===== config.mk =====
export PLATFORM = sky130hd
export DESIGN_NAME = ipsxe_floating_point_lod_norm_v1_0
export DESIGN_NICKNAME = d
export VERILOG_FILES = /design/src/rtl/ipsxe_floating_point_lod_norm_v1_0_pkg.sv /design/src/rtl/ipsxe_floating_point_group_enc_v1_0.sv /design/src/rtl/ipsxe_floating_point_lod_norm_v1_0.sv
export SDC_FILE = /design/constraint.sdc
export NUM_CORES = 1
export LEC_CHECK = 0
export CORE_AREA = 2 2 90 157
export DETAILED_ROUTE_END_ITERATION = 10
export DIE_AREA = 0 0 92 159
export GPL_TIMING_DRIVEN = 0
export PLACE_DENSITY = 0.74
export REMOVE_ABC_BUFFERS = 1
export SLEW_MARGIN = 40
export SYNTH_ARGS = -nofsm -noshare
export SYNTH_HDL_FRONTEND = slang
export SYNTH_SLANG_ARGS = --single-unit

===== constraint.sdc =====
create_clock -name i_clk -period 2.2 [get_ports i_clk]
set_input_delay 0.44 -clock i_clk [delete_from_list [all_inputs] [get_ports i_clk]]
set_output_delay 0.44 -clock i_clk [all_outputs]
set_load 0.1 [all_outputs]

===== src/rtl/ipsxe_floating_point_lod_norm_v1_0_pkg.sv =====
// Shared helpers for the fx2fl leading-one detect / normalise path.
package ipsxe_floating_point_lod_norm_v1_0_pkg;

    // Ceiling log2, used to size position and count fields from parameters.
    function automatic int clog2(input int value);
        int r;
        r = 0;
        while ((1 << r) < value) r++;
        return r;
    endfunction

    // Group count of a word split into equal-width groups.
    function automatic int ngroup(input int data_w, input int group_w);
        return data_w / group_w;
    endfunction

endpackage


===== src/rtl/ipsxe_floating_point_group_enc_v1_0.sv =====
// Combinational priority encoder for one group: nonzero flag plus index of
// the highest set bit.
module ipsxe_floating_point_group_enc_v1_0
    import ipsxe_floating_point_lod_norm_v1_0_pkg::*;
#(
    parameter int  GROUP_W = 8,
    localparam int GPOS_W  = clog2(GROUP_W)
) (
    input  logic [GROUP_W-1:0] grp,
    output logic               nz,
    output logic [GPOS_W-1:0]  gpos
);

    // Ascending scan so the highest set bit is the last one written.
    always_comb begin
        nz   = |grp;
        gpos = '0;
        for (int i = 0; i < GROUP_W; i++) begin
            if (grp[i]) gpos = GPOS_W'(i);
        end
    end

endmodule


===== src/rtl/ipsxe_floating_point_lod_norm_v1_0.sv =====
// Three-stage leading-one detector and left normaliser with valid/ready
// streaming. S1 takes the magnitude, S2 encodes each group, S3 picks the top
// non-zero group and shifts the magnitude up to bit DATA_W-1.
module ipsxe_floating_point_lod_norm_v1_0
    import ipsxe_floating_point_lod_norm_v1_0_pkg::*;
#(
    parameter int  DATA_W  = 32,
    parameter int  GROUP_W = 8,
    parameter int  SIGNED  = 0,
    localparam int POS_W   = clog2(DATA_W)
) (
    input  logic              i_clk,
    input  logic              i_rst,
    input  logic              i_valid,
    output logic              o_ready,
    input  logic [DATA_W-1:0] i_data,
    output logic              o_valid,
    input  logic              i_ready,
    output logic              o_sign,
    output logic              o_zero,
    output logic [POS_W-1:0]  o_pos,
    output logic [POS_W:0]    o_lzc,
    output logic [DATA_W-1:0] o_norm
);

    localparam int NGROUP = ngroup(DATA_W, GROUP_W);
    localparam int GPOS_W = clog2(GROUP_W);
    localparam int LZC_W  = POS_W + 1;

    logic              en;
    logic              sign_c;
    logic [DATA_W-1:0] mag_c;

    logic              s1_valid, s1_sign;
    logic [DATA_W-1:0] s1_mag;

    logic [NGROUP-1:0] nz_c;
    logic [GPOS_W-1:0] gpos_c [NGROUP];

    logic              s2_valid, s2_sign;
    logic [DATA_W-1:0] s2_mag;
    logic [NGROUP-1:0] s2_nz;
    logic [GPOS_W-1:0] s2_gpos [NGROUP];

    logic [POS_W-1:0]  pos_c;
    logic [LZC_W-1:0]  lzc_c;
    logic              zero_c;
    logic [DATA_W-1:0] norm_c;

    logic              s3_valid;

    // Whole pipe advances together; a full output stage waiting on downstream freezes everything.
    assign en      = ~s3_valid | i_ready;
    assign o_ready = en & ~i_rst;
    assign o_valid = s3_valid;

    // Magnitude of the input; negating the most negative value wraps to itself, which is the right unsigned magnitude.
    always_comb begin
        sign_c = 1'b0;
        mag_c  = i_data;
        if (SIGNED != 0) begin
            sign_c = i_data[DATA_W-1];
            if (sign_c) mag_c = -i_data;
        end
    end

    // S1: sign and magnitude.
    always_ff @(posedge i_clk) begin
        if (i_rst) begin
            s1_valid <= 1'b0;
            s1_sign  <= 1'b0;
            s1_mag   <= '0;
        end else if (en) begin
            s1_valid <= i_valid & o_ready;
            s1_sign  <= sign_c;
            s1_mag   <= mag_c;
        end
    end

    for (genvar g = 0; g < NGROUP; g++) begin : g_enc
        ipsxe_floating_point_group_enc_v1_0 #(
            .GROUP_W (GROUP_W)
        ) u_enc (
            .grp  (s1_mag[g*GROUP_W +: GROUP_W]),
            .nz   (nz_c[g]),
            .gpos (gpos_c[g])
        );
    end

    // S2: per-group encodings, magnitude carried forward for the shifter.
    always_ff @(posedge i_clk) begin
        if (i_rst) begin
            s2_valid <= 1'b0;
            s2_sign  <= 1'b0;
            s2_mag   <= '0;
            s2_nz    <= '0;
            for (int g = 0; g < NGROUP; g++) s2_gpos[g] <= '0;
        end else if (en) begin
            s2_valid <= s1_valid;
            s2_sign  <= s1_sign;
            s2_mag   <= s1_mag;
            s2_nz    <= nz_c;
            for (int g = 0; g < NGROUP; g++) s2_gpos[g] <= gpos_c[g];
        end
    end

    // Group select: ascending loop so the highest non-zero group wins; then count and shift.
    always_comb begin
        pos_c  = '0;
        zero_c = ~|s2_nz;
        for (int g = 0; g < NGROUP; g++) begin
            if (s2_nz[g]) pos_c = POS_W'(g * GROUP_W + int'(s2_gpos[g]));
        end
        if (zero_c) lzc_c = LZC_W'(DATA_W);
        else        lzc_c = LZC_W'(DATA_W - 1) - {1'b0, pos_c};
        norm_c = s2_mag << lzc_c;
    end

    // S3: registered results, held while downstream stalls.
    always_ff @(posedge i_clk) begin
        if (i_rst) begin
            s3_valid <= 1'b0;
            o_sign   <= 1'b0;
            o_zero   <= 1'b0;
            o_pos    <= '0;
            o_lzc    <= '0;
            o_norm   <= '0;
        end else if (en) begin
            s3_valid <= s2_valid;
            o_sign   <= s2_sign;
            o_zero   <= zero_c;
            o_pos    <= pos_c;
            o_lzc    <= lzc_c;
            o_norm   <= norm_c;
        end
    end

endmodule

==> flow_metrics.py, run 1 <==
metrics = {
    "sta": {
        "finalCriticalPeriod_ps": 2440,
        "period_share": 1.11,
        "skew_ps": 9.44,
        "layout_setup_ws_ps": -235,
        "hold_viol_final": 0,
        "maxSlewViolCount": 0,
        "slew_headroom": 0.475,
        "rsz0062_at_grt": "true",
        "finalSetupTns_ps": -4460,
        "worst_pin_slew_ps": 787,
        "setup-violations-final": 29,
        "fmax_mhz": 411,
    },
    "power": {
        "clkPwrFrac": 0.320,
        "pwr-share-seq": 0.311,
        "power.density_nw_per_um2": 945,
        "switchingPower_uw": 3370,
        "p_total_uw": 8690,
        "swShare": 0.388,
        "vdd_ir_drop_max_uv": 682,
        "p_int_uw": 5320,
        "leakage_uw": 0.00360,
        "power_frac_comb": 0.369,
    },
    "cts": {
        "tritoncts": "done",
        "path_clk_slew_ps": 60,
        "cts_buffers": 17,
        "cts_max_path_buffers": 2,
        "cts-root-buf": "clkbuf_16",
        "clock-sinks": 126,
        "hold_buffers": 0,
        "ctsHtreeMaxLevel": 4,
        "insertion_delay_ps": 430,
    },
    "grt": {
        "met2_usage": 0.552,
        "use_met3": 0.0525,
        "antenna_found_initial": 0,
        "grt_pass1_vias": 6484,
        "grt_usage": 0.315,
        "overflow": 0,
        "grt_pass1_wl_microns": 36200,
        "grt_busiest_layer": "met2",
        "grt_start_max_net_pins": 37,
        "use_met1": 0.351,
    },
    "setup_path": {
        "critPathRequiredTime_ps": 2500,
        "arrival_ps": 2740,
        "crit_chain": "or2_4, or3_4, o21ai_4, buf_12, buf_12, mux2i_2, mux2i_2, a32oi_1, o211ai_1",
        "slowest_stage": "or3_4",
        "reg2regPathDepth": 9,
        "crit_type": "flop to flop",
        "reg2reg_slack_ps": -240,
        "crit_end": "o_norm[30]$_SDFFE_PP0N_",
        "r2r_end": "o_norm[30]$_SDFFE_PP0N_",
        "start_kind": "flop",
        "slowest_delay_ps": 430,
        "r2r_start": "s2_nz[2]$_SDFFE_PP0N_",
        "worst-path-max-fanout": 6,
        "end_kind": "flop",
        "crit_start": "s2_nz[2]$_SDFFE_PP0N_",
    },
    "floorplan": {
        "num_io_pins": 83,
        "core_sq_um": 13300,
        "die_height_microns": 159,
        "rows": 56,
        "die_w_microns": 92,
        "initial_utilization": 0.490,
        "die-area_sq_um": 14600,
    },
    "logic_synthesis": {
        "synth_edf_count": 12,
        "syn_inst": 714,
        "yosysTopAreaCell": "dfxtp_1",
        "yosys_register_bits": 126,
        "syn_area_per_cell_sq_um": 9.14,
        "synth_cell_types": 50,
        "ys_seq_area_frac": 0.405,
        "ys.warnings.count": 0,
        "post-synth-top-count-cell": "dfxtp_1",
        "synth-async-reset-ratio": 0,
        "synthFlopType": "dfxtp_1",
        "synth_commonest_cells": "114 x dfxtp_1, 64 x a22o_1, 61 x mux2i_1",
        "synth.top_cell.area_share": 0.350,
        "syn_area_sq_um": 6530,
        "yosys-top-cells-area": "dfxtp_1 35%, mux2i_1 9.4%, a22o_1 8.6%",
    },
    "route": {
        "drtPass1Iterations": 6,
        "first_iter_violations": 504,
        "wirelength_microns": 23900,
        "drc_errors": 0,
        "antenna_left": 0,
        "via_per_inst": 6.60,
        "vias": 6806,
        "wire_per_inst_microns": 23.2,
    },
    "flow_run": {
        "cap_viol_max_count": 0,
    },
    "placed_design": {
        "gp_congestion": 0.979,
        "place_hpwl_microns": 13700,
        "portBuffers": 81,
        "dp.cells": 908,
    },
    "cells_and_area": {
        "syn2layout_area_growth_pct": 40.8,
        "drive_above_1_share": 0.321,
        "antenna_cells": 0,
        "stdcell_count": 1031,
        "finalNetCount": 880,
    },
    "status": {
        "violations": "setup timing",
        "status": "finished, violations left",
    },
    "worst_hold_path": {
        "hold_class": "input port to flop",
    },
}
registers in the layout (all words and copies together) (netlist names):
| register | flops |
|---|---|
| o_lzc | 5 |
| o_norm | 32 |
| o_pos | 5 |
| o_valid | 1 |
| o_zero | 1 |
| s1_mag | 32 |
| s1_valid | 1 |
| s2_gpos | 12 |
| s2_mag | 32 |
| s2_nz | 4 |
| s2_valid | 1 |
cell usage in the layout, fill, tap and decap left out, types with 4 or more instances in the layout:
| cell type | count |
|---|---|
| nand2b_4 | 5 |
| nor2_1 | 45 |
| a221oi_1 | 4 |
| clkdlybuf4s50_1 | 34 |
| a21oi_2 | 4 |
| a22o_1 | 64 |
| o211ai_1 | 57 |
| mux2i_2 | 18 |
| o21ai_1 | 14 |
| a221o_1 | 4 |
| a41oi_1 | 25 |
| buf_8 | 4 |
| edfxtp_1 | 12 |
| inv_1 | 9 |
| buf_6 | 7 |
| a21oi_1 | 18 |
| dfxtp_1 | 110 |
| mux2i_1 | 24 |
| or2_4 | 4 |
| buf_4 | 72 |
| o21ai_0 | 48 |
| nor2_2 | 7 |
| nand2_1 | 47 |
| inv_6 | 4 |
| or4_1 | 4 |
| buf_2 | 45 |
| o31ai_1 | 4 |
| o22ai_2 | 4 |
| buf_16 | 5 |
| nor2_4 | 4 |
| clkinv_4 | 6 |
| mux2i_4 | 20 |
| clkbuf_16 | 19 |
| a31oi_1 | 8 |
| and3b_1 | 26 |
final cells by class:
type / count / area, sq um
multi-input cells: 515 / 4180
fillers: 1022 / 4120
flip-flops and latches: 126 / 2660
repair buffers: 172 / 1480
clock buffers: 18 / 450
well taps: 174 / 218
clock inverters: 14 / 134
inverters: 11 / 61.3
repair inverters: 1 / 8.76
power by group through the flow:
stage / Clock, uW / Combinational [uW] / Sequential (uW)
final: 2780 / 3210 / 2700
after CTS: 2790 / 2900 / 2700
after global routing: 2890 / 3320 / 2720
after global placement: 0 / 2250 / 2760
after floorplan: 0 / 987 / 3380
after detailed placement: 0 / 2250 / 2770
routing by layer:
layer / up-vias / share of wire / wire length [microns]
li1: 3023 / - / -
met1: 3272 / 0.36 / 8590
met3: 119 / 0.062 / 1490
met2: 392 / 0.52 / 12400
met4: 0 / 0.062 / 1480
met5: - / 0 / 0
metrics by stage:
stage | cell area [sq um] | util | hold slack, ps | worst slack, ps
2_1_floorplan | 6180 | - | 420 | -4360
3_3_place_gp | 7210 | 0.542 | 433 | -7150
3_5_place_dp | 7240 | 0.544 | 433 | -1600
4_1_cts | 8790 | 0.660 | 443 | -187
5_1_grt | 9190 | 0.690 | 447 | -302
6_report | 9190 | 0.690 | 427 | -235
timing repair:
item | CTS | global route
endpoints found under the setup margin | 103 | 49
cloned | 10 | 1
resized for setup | 109 | 36
pin swaps | 30 | 22
setup buffers | 50 | 32
logic make-up after synthesis:
kind of cell,synth area share
other cells,0.000574
compound gates,0.319
buf+inv,0.0594
flops,0.405
mux,0.0974
simple gates,0.119
worst min-delay path by stage:
stage / from / to / slack, ps / depth (start not counted)
3_5_place_dp: o_pos[4]$_SDFFE_PP0N_ / o_pos[4]$_SDFFE_PP0N_ / 430 / 2
4_1_cts: o_pos[4]$_SDFFE_PP0N_ / o_pos[4]$_SDFFE_PP0N_ / 440 / 2
6_report: i_rst / o_valid$_SDFFE_PP0N_ / 430 / 2
5_1_grt: i_rst / o_valid$_SDFFE_PP0N_ / 450 / 2
2_1_floorplan: s2_valid$_SDFFE_PP0N_ / o_valid$_SDFFE_PP0N_ / 420 / 2
3_3_place_gp: o_pos[4]$_SDFFE_PP0N_ / o_pos[4]$_SDFFE_PP0N_ / 430 / 2
critical path, delay by kind of cell, from the launching register on:
family / cells / cell delay [ps]
flip-flops: 1 / 380
multiplexers: 2 / 450
AO/OA/AOI/OAI: 3 / 490
AND/OR/NAND/NOR: 2 / 690
buffers and inverters: 2 / 290
No activity file was read; power rests on OpenSTA's default activity.
==> run 2: changes to the inputs <==
--- a/config.mk
+++ b/config.mk
@@ -11,6 +11,7 @@
 export GPL_TIMING_DRIVEN = 0
 export PLACE_DENSITY = 0.74
 export REMOVE_ABC_BUFFERS = 1
+export SETUP_SLACK_MARGIN = 0.5
 export SLEW_MARGIN = 40
 export SYNTH_ARGS = -nofsm -noshare
 export SYNTH_HDL_FRONTEND = slang
==> run 2 against run 1 <==
- the run still ends with setup timing left
- cell count rose by 0.19%
- design area grew 0.80%
- critical path depth down 1
- worst hold slack worse by 22 ps
- highest routed layer unchanged
- non-clock buffer count up 1
- largest cell class unchanged
- total power rose by 0.21%
- global-route usage is 0.74 points higher
==> flow_metrics.py, run 2 (same netlist as run 1, synthesis figures left out) <==
metrics = {
    "cells_and_area": {
        "finalNetCount": 882,
        "reg_top3": "o_norm (32), s1_mag (32), s2_mag (32)",
        "final_common_cell": "dfxtp_1",
        "antenna_cells": 0,
        "fillerInstances": 1008,
        "syn2layout_area_growth_pct": 41.9,
        "finish.utilization": 0.696,
        "most-common-layout-cells": "109 x dfxtp_1, 69 x buf_4, 64 x a22o_1",
        "stdcell_count": 1033,
        "drive_above_1_share": 0.331,
    },
    "route": {
        "vias": 6869,
        "wirelength_microns": 24300,
        "antenna_left": 0,
        "drc_errors": 0,
        "drtPass1Iterations": 6,
        "via_per_inst": 6.65,
        "wire_per_inst_microns": 23.6,
        "first_iter_violations": 657,
    },
    "grt": {
        "grt_start_max_net_pins": 37,
        "grt_pass1_vias": 6633,
        "overflow": 0,
        "grt_pass1_wl_microns": 36900,
        "grt_usage": 0.322,
        "antenna_found_initial": 0,
    },
    "cts": {
        "cts_max_path_buffers": 2,
        "insertion_delay_ps": 420,
        "path_clk_slew_ps": 60,
        "cts_buffers": 17,
        "tritoncts": "done",
        "clock-sinks": 126,
        "ctsHtreeMaxLevel": 4,
        "cts-root-buf": "clkbuf_16",
    },
    "sta": {
        "maxSlewViolCount": 0,
        "hold_viol_final": 0,
        "layout_setup_ws_ps": -248,
        "slew_headroom": 0.550,
        "skew_ps": 9.36,
        "worst_pin_slew_ps": 671,
        "fmax_mhz": 409,
        "setup-violations-final": 29,
        "rsz0062_at_grt": "true",
        "finalSetupTns_ps": -4630,
        "period_share": 1.11,
        "finalCriticalPeriod_ps": 2450,
    },
    "setup_path": {
        "critPathRequiredTime_ps": 2540,
        "worst-path-max-fanout": 11,
        "path_delay_family": "multiplexers",
        "timing.critical_path.buf_inv": 1,
        "slowest_stage": "edfxtp_1",
        "start_kind": "flop",
        "worstSetupPathDepth": 8,
        "crit_type": "flop to flop",
        "end_kind": "flop",
        "reg2regPathDepth": 8,
        "crit_chain": "nor2b_4, buf_4, o21ai_0, o211ai_1, mux2i_2, mux2i_1, mux2i_4, o221ai_1",
        "slowest_delay_ps": 540,
        "arrival_ps": 2790,
    },
    "floorplan": {
        "core_sq_um": 13300,
        "num_io_pins": 83,
        "die_w_microns": 92,
        "die-area_sq_um": 14600,
        "die_height_microns": 159,
        "rows": 56,
        "initial_utilization": 0.490,
    },
    "power": {
        "vdd_ir_drop_max_uv": 682,
        "power.density_nw_per_um2": 940,
        "leakage_uw": 0.00363,
        "p_total_uw": 8710,
    },
    "flow_run": {
        "cap_viol_max_count": 0,
    },
    "worst_hold_path": {
        "hold_depth": 2,
        "hold_class": "input port to flop",
    },
    "placed_design": {
        "dp.cells": 908,
        "gp_congestion": 0.979,
        "dpl_worst_slack_ps": -1600,
        "portBuffers": 81,
        "place_hpwl_microns": 13700,
    },
    "status": {
        "status": "finished, violations left",
        "violations": "setup timing",
    },
}
## run 2: path summary, 6_finish.rpt
path,start,to,slack (ps)
max reg2reg,s2_gpos[0][0]$_SDFFCE_PN0P_,o_norm[31]$_SDFFE_PP0N_,-250
min reg2reg,o_pos[4]$_SDFFE_PP0N_,o_pos[4]$_SDFFE_PP0N_,440
min,i_rst,o_valid$_SDFFE_PP0N_,410
max,s2_gpos[0][0]$_SDFFCE_PN0P_,o_norm[31]$_SDFFE_PP0N_,-250
## run 2: stage by stage
step                hold WS, ps  instance area, sq um
global placement            433                  7210
finish                      405                  9270
CTS                         389                  8890
global route                414                  9270
detailed placement          433                  7240
floorplan                   420                  6180
## run 2: final cells by class
class	count	area, sq um	area share
multi-input combinational	515	4180	0.451
sequential	126	2660	0.287
timing repair buffer	173	1540	0.166
clock buffer	18	450	0.0486
tap	174	218	0.0235
clock inverter	14	134	0.0144
inverter	11	65.1	0.00702
timing repair inverter	2	17.5	0.00189
## run 2: power breakdown
group / leakage (uW) / switching (uW) / internal, uW
clock network: 0.000282 / 1140 / 1640
registers: 0.00108 / 188 / 2520
logic: 0.00227 / 2050 / 1180
total: 0.00363 / 3380 / 5330
## run 2: timing repair
item / 4_1_cts / 5_1_grt
resized for setup: 118 / 49
buffers inserted: 58 / 22
hold buffers: 0 / 0
gates cloned: 11 / 2
endpoints found under the setup margin: 125 / 39
pin swaps: 32 / 20
## run 2: per-layer routing
metal | part of all wire | routed length (microns) | vias up | GRT usage
li1 | - | - | 3036 | -
met1 | 0.36 | 8780 | 3297 | 0.352
met2 | 0.50 | 12300 | 403 | 0.556
met3 | 0.063 | 1540 | 133 | 0.0577
met4 | 0.072 | 1760 | 0 | 0.224
met5 | 0 | 0 | - | 0
==> run 3: changes to the inputs <==
--- a/config.mk
+++ b/config.mk
@@ -5,11 +5,12 @@
 export SDC_FILE = /design/constraint.sdc
 export NUM_CORES = 1
 export LEC_CHECK = 0
-export CORE_AREA = 2 2 90 157
+export CORE_AREA = 2 2 93 161
 export DETAILED_ROUTE_END_ITERATION = 10
-export DIE_AREA = 0 0 92 159
+export DIE_AREA = 0 0 95 163
 export GPL_TIMING_DRIVEN = 0
-export PLACE_DENSITY = 0.74
+export MAX_ROUTING_LAYER = met4
+export PLACE_DENSITY = 0.71
 export REMOVE_ABC_BUFFERS = 1
 export SETUP_SLACK_MARGIN = 0.5
 export SLEW_MARGIN = 40
==> run 3 against run 2 <==
- via count increased by 3.8%
- setup slack improved by 34 ps
- critical path type unchanged
- total power increased by 4.2%
- clock-buffer cell count increased by 6
- register-to-register slack improved by 30 ps
- sequential power about the same
- sequential cell count unchanged
- largest power group unchanged
- critical path depth increased by 2
- the flow still finishes with violations (setup timing)
- die area increased by 5.9%
- worst hold slack got worse by 2.7 ps
==> flow_metrics.py, run 3 (same netlist as run 1, synthesis figures left out) <==
metrics = {
    "status": {
        "status": "finished, violations left",
        "violations": "setup timing",
    },
    "grt": {
        "grt_pass1_wl_microns": 37400,
        "grt_start_max_net_pins": 37,
        "antenna_found_initial": 0,
        "grt_pass1_vias": 6696,
        "grt_usage": 0.331,
        "overflow": 0,
    },
    "sta": {
        "fmax_mhz": 414,
        "layout_setup_ws_ps": -214,
        "hold_viol_final": 0,
        "finalCriticalPeriod_ps": 2410,
        "hold_slack_ps": 403,
        "rsz0062_at_grt": "true",
        "slew_headroom": 0.526,
        "worst_pin_slew_ps": 711,
        "setup-violations-final": 28,
        "maxSlewViolCount": 0,
        "skew_ps": 11.0,
        "period_share": 1.10,
    },
    "cts": {
        "cts_max_path_buffers": 2,
        "ctsHtreeMaxLevel": 4,
        "clock-sinks": 126,
        "cts-root-buf": "clkbuf_16",
        "tritoncts": "done",
        "path_clk_slew_ps": 60,
        "hold_buffers": 0,
        "cts_buffers": 17,
        "insertion_delay_ps": 430,
    },
    "route": {
        "wire_per_inst_microns": 23.9,
        "antenna_left": 0,
        "drc_errors": 0,
        "first_iter_violations": 707,
        "wirelength_microns": 25300,
        "drtPass1Iterations": 6,
        "via_per_inst": 6.73,
        "vias": 7127,
    },
    "setup_path": {
        "start_kind": "flop",
        "critPathRequiredTime_ps": 2540,
        "reg2reg_slack_ps": -210,
        "arrival_ps": 2750,
        "worst-path-max-fanout": 9,
        "end_kind": "flop",
        "crit_type": "flop to flop",
    },
    "power": {
        "vdd_ir_drop_max_uv": 532,
        "leakage_uw": 0.00376,
        "power.density_nw_per_um2": 942,
    },
    "cells_and_area": {
        "antenna_cells": 0,
        "finalNetCount": 902,
        "drive_above_1_share": 0.336,
        "final_common_cell": "dfxtp_1",
        "syn2layout_area_growth_pct": 47.5,
        "most-common-layout-cells": "109 x dfxtp_1, 74 x buf_4, 64 x a22o_1",
        "reg_top3": "o_norm (32), s1_mag (32), s2_mag (32)",
        "finish.utilization": 0.674,
    },
    "worst_hold_path": {
        "hold_class": "input port to flop",
    },
    "placed_design": {
        "gp_congestion": 0.953,
        "place_hpwl_microns": 13800,
        "portBuffers": 81,
    },
    "floorplan": {
        "core_sq_um": 14300,
        "rows": 58,
        "die_height_microns": 163,
        "num_io_pins": 83,
        "die_w_microns": 95,
        "initial_utilization": 0.457,
        "die-area_sq_um": 15500,
    },
    "flow_run": {
        "cap_viol_max_count": 0,
    },
}
==> run 3: what timing repair did <==
item	CTS	global route
pin swaps	26	17
buffers inserted	71	27
gates resized for setup	144	39
gates cloned	12	2
setup endpoints to repair	124	49
==> run 3: path summary, 6_finish.rpt <==
check,from,end,cells after the start
max,s2_nz[2]$_SDFFE_PP0N_,o_norm[29]$_SDFFE_PP0N_,10
min reg2reg,o_norm[12]$_SDFFE_PP0N_,o_norm[12]$_SDFFE_PP0N_,2
max reg2reg,s2_nz[2]$_SDFFE_PP0N_,o_norm[29]$_SDFFE_PP0N_,10
min,i_rst,o_valid$_SDFFE_PP0N_,2
==> run 3: final cells by class <==
cell class,count,area (sq um)
Clock buffer,24,514
Multi-Input combinational cell,517,4270
Timing Repair inverter,2,17.5
Sequential cell,126,2660
Tap cell,180,225
Inverter,11,65.1
Clock inverter,8,100
Timing Repair Buffer,191,1780
Fill cell,1031,4670
==> run 3: power by group <==
part | total (uW) | leakage [uW] | internal [uW] | switching (uW)
Combinational | 3440 | 0.00239 | 1310 | 2120
Clock | 2920 | 0.000297 | 1860 | 1060
Sequential | 2720 | 0.00108 | 2520 | 197
==> run 3: per-stage QoR <==
stage / setup slack (ps) / instance area, sq um / TNS [ps] / cells / total power (uW)
2_1_floorplan: -4360 / 6180 / -395270 / 644 / 4370
3_5_place_dp: -1760 / 7240 / -85600 / 915 / 5010
5_1_grt: -297 / 9630 / -5460 / 1059 / 9340
6_report: -214 / 9630 / -4030 / 1059 / 9070
3_3_place_gp: -7240 / 7220 / -626520 / 905 / 5010
4_1_cts: -182 / 9220 / -2990 / 1030 / 8750
==> run 3: worst max-delay path: stages, from the launching register on <==
cell and delay (ps):
dfxtp_4 380, or2_4 270, or3_4 360, buf_4 150, buf_6 120, o21ai_4 90
buf_6 140, buf_12 150, mux2i_4 330, o22ai_2 100, o31ai_1 210
==> run 3: routing by layer <==
layer / track usage / share of wire / up-vias
met2: 0.551 / 0.50 / 471
met3: 0.0615 / 0.066 / 156
met4: 0.211 / 0.075 / 0
met5: - / 0 / -
met1: 0.355 / 0.36 / 3424
li1: - / - / 3076
